<file path="src/rtl/dip_lookup_arbiter.sv">
// Round-robin front end sharing one fixed-latency DIP prefix match tree, with a credit-protected result FIFO.
// Optional issue/stall counters are enabled by defining DIP_ARB_STATS_EN.
module dip_lookup_arbiter #(
  parameter int NUM_REQ   = 4,
  parameter int IP_WIDTH  = 32,
  parameter int RES_WIDTH = 32,
  parameter int LAT       = 6,
  parameter int DEPTH     = 8
) (
  input  logic                         clk,
  input  logic                         reset,
  input  logic [NUM_REQ-1:0]           req_valid,
  input  logic [NUM_REQ*IP_WIDTH-1:0]  req_ip,
  output logic [NUM_REQ-1:0]           req_ready,
  output logic [IP_WIDTH:0]            tree_in,
  input  logic [RES_WIDTH-1:0]         tree_out,
  output logic                         resp_valid,
  output logic [$clog2(NUM_REQ)-1:0]   resp_id,
  output logic [RES_WIDTH-1:0]         resp_rule_set,
  input  logic                         resp_ready,
  output logic                         busy
`ifdef DIP_ARB_STATS_EN
  ,
  output logic [15:0]                  stat_lookups,
  output logic [15:0]                  stat_stall
`endif
);

  localparam int IDW = $clog2(NUM_REQ);
  localparam int CW  = $clog2(DEPTH + 1);
  localparam int PW  = (DEPTH > 1) ? $clog2(DEPTH) : 1;
  localparam logic [CW-1:0]  DEPTH_C = CW'(DEPTH);
  localparam logic [IDW:0]   NREQ_C  = (IDW + 1)'(NUM_REQ);
  localparam logic [PW-1:0]  LASTP_C = PW'(DEPTH - 1);

  logic [IDW-1:0]      rr_q;
  logic [CW-1:0]       used_q, used_d;
  logic [IP_WIDTH:0]   treeIn_q;
  logic [IDW-1:0]      issueId_q;
  logic                issueOk, transfer, found;
  logic [IDW-1:0]      grantIdx, idxL;
  logic [IDW:0]        idxSum;
  logic [IP_WIDTH-1:0] grantIp;

  logic [LAT-1:0]      tagValid_q;
  logic [IDW-1:0]      tagId_q [LAT];

  logic [RES_WIDTH-1:0] memRule_q [DEPTH];
  logic [IDW-1:0]       memId_q [DEPTH];
  logic [PW-1:0]        wrPtr_q, rdPtr_q;
  logic [CW-1:0]        count_q;
  logic                 pushEn, popEn;

  // Requests are held off while reset is high so every output reads 0 during reset.
  always_comb begin
    req_ready = '0;
    transfer  = 1'b0;
    found     = 1'b0;
    grantIdx  = '0;
    idxSum    = '0;
    idxL      = '0;
    grantIp   = '0;
    issueOk   = !reset && (used_q < DEPTH_C);
    for (int k = 0; k < NUM_REQ; k++) begin
      idxSum = {1'b0, rr_q} + (IDW + 1)'(k);
      if (idxSum >= NREQ_C) idxSum = idxSum - NREQ_C;
      idxL = idxSum[IDW-1:0];
      if (!found && req_valid[idxL]) begin
        found    = 1'b1;
        grantIdx = idxL;
      end
    end
    if (found && issueOk) begin
      req_ready[grantIdx] = 1'b1;
      transfer            = 1'b1;
    end
    for (int i = 0; i < NUM_REQ; i++) begin
      if (IDW'(i) == grantIdx) grantIp = req_ip[(NUM_REQ-1-i)*IP_WIDTH +: IP_WIDTH];
    end
  end

  assign pushEn     = tagValid_q[LAT-1];
  assign resp_valid = (count_q != '0);
  assign popEn      = resp_valid && resp_ready;

  always_comb begin
    used_d = used_q;
    if (transfer && !popEn)      used_d = used_q + 1'b1;
    else if (!transfer && popEn) used_d = used_q - 1'b1;
  end

  // Issue register and tag pipeline advance together so the tag lines up with tree_out.
  always_ff @(posedge clk or posedge reset) begin
    if (reset) begin
      rr_q       <= '0;
      used_q     <= '0;
      treeIn_q   <= '0;
      issueId_q  <= '0;
      tagValid_q <= '0;
      for (int j = 0; j < LAT; j++) tagId_q[j] <= '0;
    end else begin
      if (transfer) rr_q <= (grantIdx == IDW'(NUM_REQ - 1)) ? '0 : grantIdx + 1'b1;
      used_q        <= used_d;
      treeIn_q      <= transfer ? {1'b1, grantIp} : '0;
      issueId_q     <= transfer ? grantIdx : '0;
      tagValid_q[0] <= treeIn_q[IP_WIDTH];
      tagId_q[0]    <= issueId_q;
      for (int j = 1; j < LAT; j++) begin
        tagValid_q[j] <= tagValid_q[j-1];
        tagId_q[j]    <= tagId_q[j-1];
      end
    end
  end

  always_ff @(posedge clk or posedge reset) begin
    if (reset) begin
      wrPtr_q <= '0;
      rdPtr_q <= '0;
      count_q <= '0;
    end else begin
      if (pushEn) wrPtr_q <= (wrPtr_q == LASTP_C) ? '0 : wrPtr_q + 1'b1;
      if (popEn)  rdPtr_q <= (rdPtr_q == LASTP_C) ? '0 : rdPtr_q + 1'b1;
      if (pushEn && !popEn)      count_q <= count_q + 1'b1;
      else if (!pushEn && popEn) count_q <= count_q - 1'b1;
    end
  end

  // Storage needs no reset; the head is masked to zero whenever the FIFO is empty.
  always_ff @(posedge clk) begin
    if (pushEn) begin
      memRule_q[wrPtr_q] <= tree_out;
      memId_q[wrPtr_q]   <= tagId_q[LAT-1];
    end
  end

  assign resp_id       = resp_valid ? memId_q[rdPtr_q] : '0;
  assign resp_rule_set = resp_valid ? memRule_q[rdPtr_q] : '0;
  assign tree_in       = treeIn_q;
  assign busy          = (used_q != '0);

  overflowCheck: assert property (@(posedge clk) disable iff (reset) !(pushEn && (count_q == DEPTH_C)));

`ifdef DIP_ARB_STATS_EN
  logic [15:0] statLookups_q, statStall_q;

  always_ff @(posedge clk or posedge reset) begin
    if (reset) begin
      statLookups_q <= '0;
      statStall_q   <= '0;
    end else begin
      if (transfer) statLookups_q <= statLookups_q + 16'd1;
      if ((|req_valid) && !transfer && (statStall_q != 16'hFFFF)) statStall_q <= statStall_q + 16'd1;
    end
  end

  assign stat_lookups = statLookups_q;
  assign stat_stall   = statStall_q;
`endif

endmodule

</file>
<file path="config.mk">
export PLATFORM = sky130hd
export DESIGN_NAME = dip_lookup_arbiter
export DESIGN_NICKNAME = d
export VERILOG_FILES = /design/src/rtl/dip_lookup_arbiter.sv
export SDC_FILE = /design/constraint.sdc
export NUM_CORES = 1
export LEC_CHECK = 0
export ABC_AREA = 1
export ABC_CLOCK_PERIOD_IN_PS = 3450
export CORE_ASPECT_RATIO = 0.75
export CORE_MARGIN = 1
export CORE_UTILIZATION = 53
export CTS_CLUSTER_DIAMETER = 60
export CTS_CLUSTER_SIZE = 12
export DETAILED_ROUTE_END_ITERATION = 6
export PLACE_DENSITY = 0.78
export SLEW_MARGIN = 15
export SYNTH_ARGS = -nofsm -noshare
export SYNTH_HDL_FRONTEND = slang
export SYNTH_SLANG_ARGS = --single-unit
</file>
<file path="constraint.sdc">
create_clock -name clk -period 3.45 [get_ports clk]
set_input_delay 0.345 -clock clk [delete_from_list [all_inputs] [get_ports clk]]
set_output_delay 0.345 -clock clk [all_outputs]
set_load 0.02 [all_outputs]
</file>
Yosys cells after proc, flatten, opt, wreduce, memory -nomap -nowiden
Memory sizes are Yosys's and may differ from the RTL's.
Index checks and enable logic that the tools add are counted.
{ "totals": {"out_inout_bits": 73, "mem_bits_rw": 272, "ff_bits": 69, "mem_count": 2} }
{ "classes": {"n_reduce_logical": 23, "n_eq_ne": 6, "n_addsub": 14, "muxes": 41, "n_lt_le_gt_ge": 11} }
{ "mem_list": {"columns": ["memory", "words", "width", "read_ports", "rd_clocked_by_memory_dff", "write_ports", "line_no", "text"], "rows": [
  ["memRule_q", 8, 32, 1, 0, 1, "48", "logic [RES_WIDTH-1:0] memRule_q [DEPTH];"],
  ["memId_q", 8, 2, 1, 0, 1, "49", "logic [IDW-1:0] memId_q [DEPTH];"]
]} }
{ "ops": {"columns": ["operator", "n"], "rows": [
  ["$mux 32", 5],
  ["$mux 33", 1],
  ["$mux 2", 11],
  ["$mux 4", 5],
  ["$lt 2x3->1 const B", 5],
  ["$mux 1", 12],
  ["$logic_and 1x1->1", 11],
  ["$ge 3x3->1 const B", 3],
  ["$add 4x1->4 const B", 2],
  ["$bmux 1 s2", 4],
  ["$reduce_bool 4->1", 2],
  ["$sub 2x1->2 const B", 4],
  ["$sub 4x1->4 const B", 2],
  ["$logic_not 1->1", 7],
  ["$add 2x2->3 const B", 2],
  ["$add 3x1->3 const B", 2],
  ["$eq 3x3->1 const B", 2],
  ["$mux 3", 2],
  ["$eq 2x2->1 const A", 2],
  ["$lt 4x4->1 const B", 1],
  ["$reduce_bool 2->1", 2],
  ["$add 2x1->3 const B", 1],
  ["$ge 2x3->1 const B", 1],
  ["$add 2x1->2 const B", 1],
  ["other kinds (5)", 5]
]} }

Depth between registers and ports, before layout
{ "depth": {"ltp_word": 20, "depth_mapped": 20, "depth_no_buf": 18} }

Worst setup path before layout
No wires, ideal clock.
{ "synth_path": {"kind": "register to output", "from": "register rr_q[0]", "to": "output port req_ready[1]", "path_slack_ps": 898, "path_buffers": 3, "t_required_ps": 3105, "path_stages_with_launch": 16, "arrival_ps": 2207, "path_cell_list": "dfrtp_1 > buf_6 > nand2_1 > nand2_1 > nand2_1 > nand2_1 > nor2_4 > nand3_1 > nand2_1 > nand2_1 > inv_1 > ha_1 > clkbuf_1 > clkbuf_1 > inv_1 > nor2_1"} }
{ "synth_between": {"elab_chain_len": 19, "elab_cells_between_ends": 44, "classes_between": "add/sub: 7; order compare: 6; mux: 23; reduce/logical: 8"} }
{ "synth_rtl": {"columns": ["item", "line_no", "text"], "rows": [
  ["start, declared", "36", "logic [IDW-1:0] rr_q;"],
  ["start signal, assigned", "102", "if (transfer) rr_q <= (grantIdx == IDW'(NUM_REQ - 1)) ? '0 : grantIdx + 1'b1;"],
  ["parallel branches: the longest is 18 deep, another holds $add 2x1->3", null, null],
  ["$mux 4 (*)", "73", "if (found && issueOk) begin"],
  ["end, declared", "14", "output logic [NUM_REQ-1:0] req_ready,"]
]} }
Mark *: on every way between the ends. The select of a mux whose other input is x is not followed.

Worst setup path after layout
{ "layout_path": {"from": "register rdPtr_q[0]", "to": "output port resp_rule_set[1]"} }
{ "layout_between": {"elab_chain_len": 2} }
{ "layout_rtl": {"columns": ["item", "line_no", "text"], "rows": [
  ["start, declared", "50", "logic [PW-1:0] wrPtr_q, rdPtr_q;"],
  ["start signal, assigned", "122", "if (popEn) rdPtr_q <= (rdPtr_q == LASTP_C) ? '0 : rdPtr_q + 1'b1;"],
  ["$mem_v2 8x32", null, null],
  ["$mux 32", "137", "assign resp_rule_set = resp_valid ? memRule_q[rdPtr_q] : '0;"],
  ["end, declared", "19", "output logic [RES_WIDTH-1:0] resp_rule_set,"]
]} }
Every way passes these cells.

==> results.json <==
{
  "crit_type": "reg2out",
  "grt_pass1_wl_mm": 54.8,
  "synth_top_cells_by_area": "edfxtp_1 (57%), dfrtp_1 (12%), o21ai_0 (7.5%)",
  "synth_top_family_by_area": "simple AND/OR/NAND/NOR gates",
  "dpl_cell_area_um2": 17100,
  "crit_fanout": 22,
  "cts_hold_buf": 0,
  "rr_endpoint": "used_q[3]",
  "setup-violations-final": 0,
  "fin_crit_sh": 0.968,
  "yosys.area.top_type_share": 0.574,
  "critPathLaunchType": "flop",
  "drt_iter0_markers": 742,
  "synthAdderAreaFrac": 0.0151,
  "drv_slew": 0,
  "muxShareOfSynthArea": 0,
  "nets": 1684,
  "critPathCapture": "resp_rule_set[1]",
  "post_drt_wl_per_cell_um": 19.3,
  "crit_family": "buffers and inverters",
  "rows": 51,
  "rsz0062_at_grt": "no",
  "cts_sinks": 341,
  "cts_root_buffer": "clkbuf_16",
  "vias_per_cell": 5.61,
  "path_buf_inv": 3,
  "reg2reg_depth": 16,
  "regToRegStartpoint": "rr_q[0]",
  "tritoncts": "done",
  "arrival_ns": 3.00,
  "port_buffers": 239,
  "power_w": 0.0169,
  "antenna_found_initial": 0,
  "syn_area_um2": 14200,
  "p_per_area_nw_per_um2": 939,
  "drc": 0,
  "insertion_delay_ns": 0.51,
  "peakVddDrop_uv": 568,
  "worstPathRequired_ns": 3.11,
  "design_area_um2": 18000,
  "hold_viol": 0,
  "final_core_util": 0.690,
  "synth-simple-area-share": 0.128,
  "syn-instance-count": 1265,
  "ys_types": 31,
  "start_util": 0.544,
  "setup_tns_ns": 0,
  "die_w_um": 191,
  "place_congestion": 0.897,
  "fmax_mhz": 299,
  "synth-compound-area-share": 0.123,
  "cellLeakagePower_nw": 6.63,
  "synth_top_area_cell": "edfxtp_1",
  "path_clk_slew_ns": 0.06,
  "grt_max_degree": 82,
  "reg2reg_slack_ns": 0.57,
  "vias": 10442,
  "tightest_slew_ns": 0.707,
  "crit_start": "rdPtr_q[0]",
  "cts_buffers": 34,
  "relSlewSlack": 0.528,
  "grt_pass1_vias": 10148,
  "crit_path_frequent_cell": "o21ai_0",
  "dp_hpwl_mm": 22.4,
  "grt-ovfl-total": 0,
  "grt_usage": 0.263,
  "yosysSeqAreaShare": 0.696,
  "drtAntennaViolNets": 0,
  "critical_path_cell_count": 7,
  "crit_chain": "clkinv_2 -> buf_4 -> o21ai_0 -> o21ai_1 -> o21ai_0 -> a31oi_1 -> clkdlybuf4s50_1",
  "syn_nets": 1448,
  "htreeDepth": 2,
  "max_cap_viol_count": 0,
  "syn_area_per_cell_um2": 11.2,
  "io_pins": 240,
  "coreArea_um2": 26200,
  "synth-xor-area-share": 0.00493,
  "routed_wl_mm": 35.8,
  "min_path_type": "in2async",
  "syn2layout_area_growth_pct": 26.9,
  "n_antenna_cell": 0,
  "first_pass_iters": 6,
  "cp_slowest_cell": "clkdlybuf4s50_1",
  "period_minus_slack_ns": 3.34,
  "fin_hold_ws_ns": 0.158,
  "drive_above_1_share": 0.0692,
  "slowest_delay_ns": 0.69,
  "die_area_um2": 27500,
  "fin_skew_ns": 0.00956,
  "cts_max_path_buffers": 3,
  "end_kind": "primary output",
  "status": "completed",
  "fp.dieH_um": 144,
  "synth-seq-cells": 341,
  "yosysWarnings": 0
}
==> layer usage <==
| layer | vias to the layer above | wire, µm | track usage |
|---|---|---|---|
| met1 | 5045 | 14400 | 0.327 |
| met3 | 59 | 2420 | 0.0503 |
| met4 | 0 | 846 | 0.0852 |
| met5 | - | 0 | 0 |
| met2 | 422 | 18200 | 0.465 |
| li1 | 4916 | - | - |
==> through the flow <==
step | std cells | setup WS [ns]
floorplan | 1265 | 0.898
detailed placement | 1808 | 0.0829
global placement | 1808 | 0.193
global route | 1862 | 0.00927
CTS | 1861 | 0.0401
finish | 1862 | 0.109
==> synthesized netlist by cell type (all sizes together) <==
cell type	number
clkinv	2
ha	14
a31oi	35
edfxtp	272
a21o	2
o21ai	233
nor2	270
or4	1
o211ai	22
clkbuf	51
nand3	31
nand4	1
dfrtp	69
xnor2	4
a22oi	2
inv	28
buf	28
xor2	4
a21oi	35
nand2	159
fa	2
==> cell usage in the layout, fill, tap and decap left out, types with 3 or more instances in the layout <==
cell type,count
clkbuf_16,34
o21ai_0,212
clkdlybuf4s50_1,236
nand3_1,29
a31oi_1,35
buf_4,36
nand2_2,4
edfxtp_1,272
buf_12,3
o211ai_1,22
nor2_4,9
nand2_1,154
inv_2,3
o21ai_1,21
dfrtp_1,66
inv_1,24
nor2_1,259
inv_6,3
xnor2_1,4
ha_1,14
xor2_1,4
clkbuf_1,15
a21oi_1,35
==> where the power goes <==
part	leakage, nW	switching [W]	internal [W]
Combinational	2.80	0.00514	0.00306
Sequential	3.37	0.000332	0.00514
Clock	0.457	0.00144	0.00183
Total	6.63	0.00692	0.0100
==> sequential cells by signal (all words and copies together) (netlist names) <==
signal / count
tree_in: 33
memId_q: 16
issueId_q: 2
rdPtr_q: 3
memRule_q: 256
count_q: 4
used_q: 4
tagValid_q: 6
wrPtr_q: 3
tagId_q: 12
rr_q: 2
==> what timing repair did <==
action | in CTS | in global routing
buffers inserted | 0 | 1
setup endpoints to repair | 2 | 10
gates resized for setup | 3 | 7
hold endpoints to repair | 0 | 0
==> cell type report <==
type                            count  area (µm²)
Clock buffer                       49         907
Clock inverter                      4        42.5
Fill cell                        1848        8120
Inverter                           30         114
Multi-Input combinational cell    815        3920
Sequential cell                   341        9900
Tap cell                          344         430
Timing Repair Buffer              279        2730
==> cell families (layout without fill, tap and decap cells) <==
kind of cell / after synthesis / count (layout)
fa+ha+maj: 16 / 16
simple gates: 462 / 462
xor+xnor: 8 / 8
buf+inv: 109 / 362
compound gates: 329 / 329
flops: 341 / 341
==> how the worst min path moves through the flow <==
| stage | to | depth (start not counted) |
|---|---|---|
| after global routing | used_q[3] | 2 |
| after detailed placement | tagId_q[3] | 0 |
| final | used_q[3] | 2 |
| after CTS | used_q[3] | 2 |
| after global placement | tagValid_q[3] | 0 |
| after floorplan | tagId_q[0] | 0 |
(Power assumes the default switching activity.)
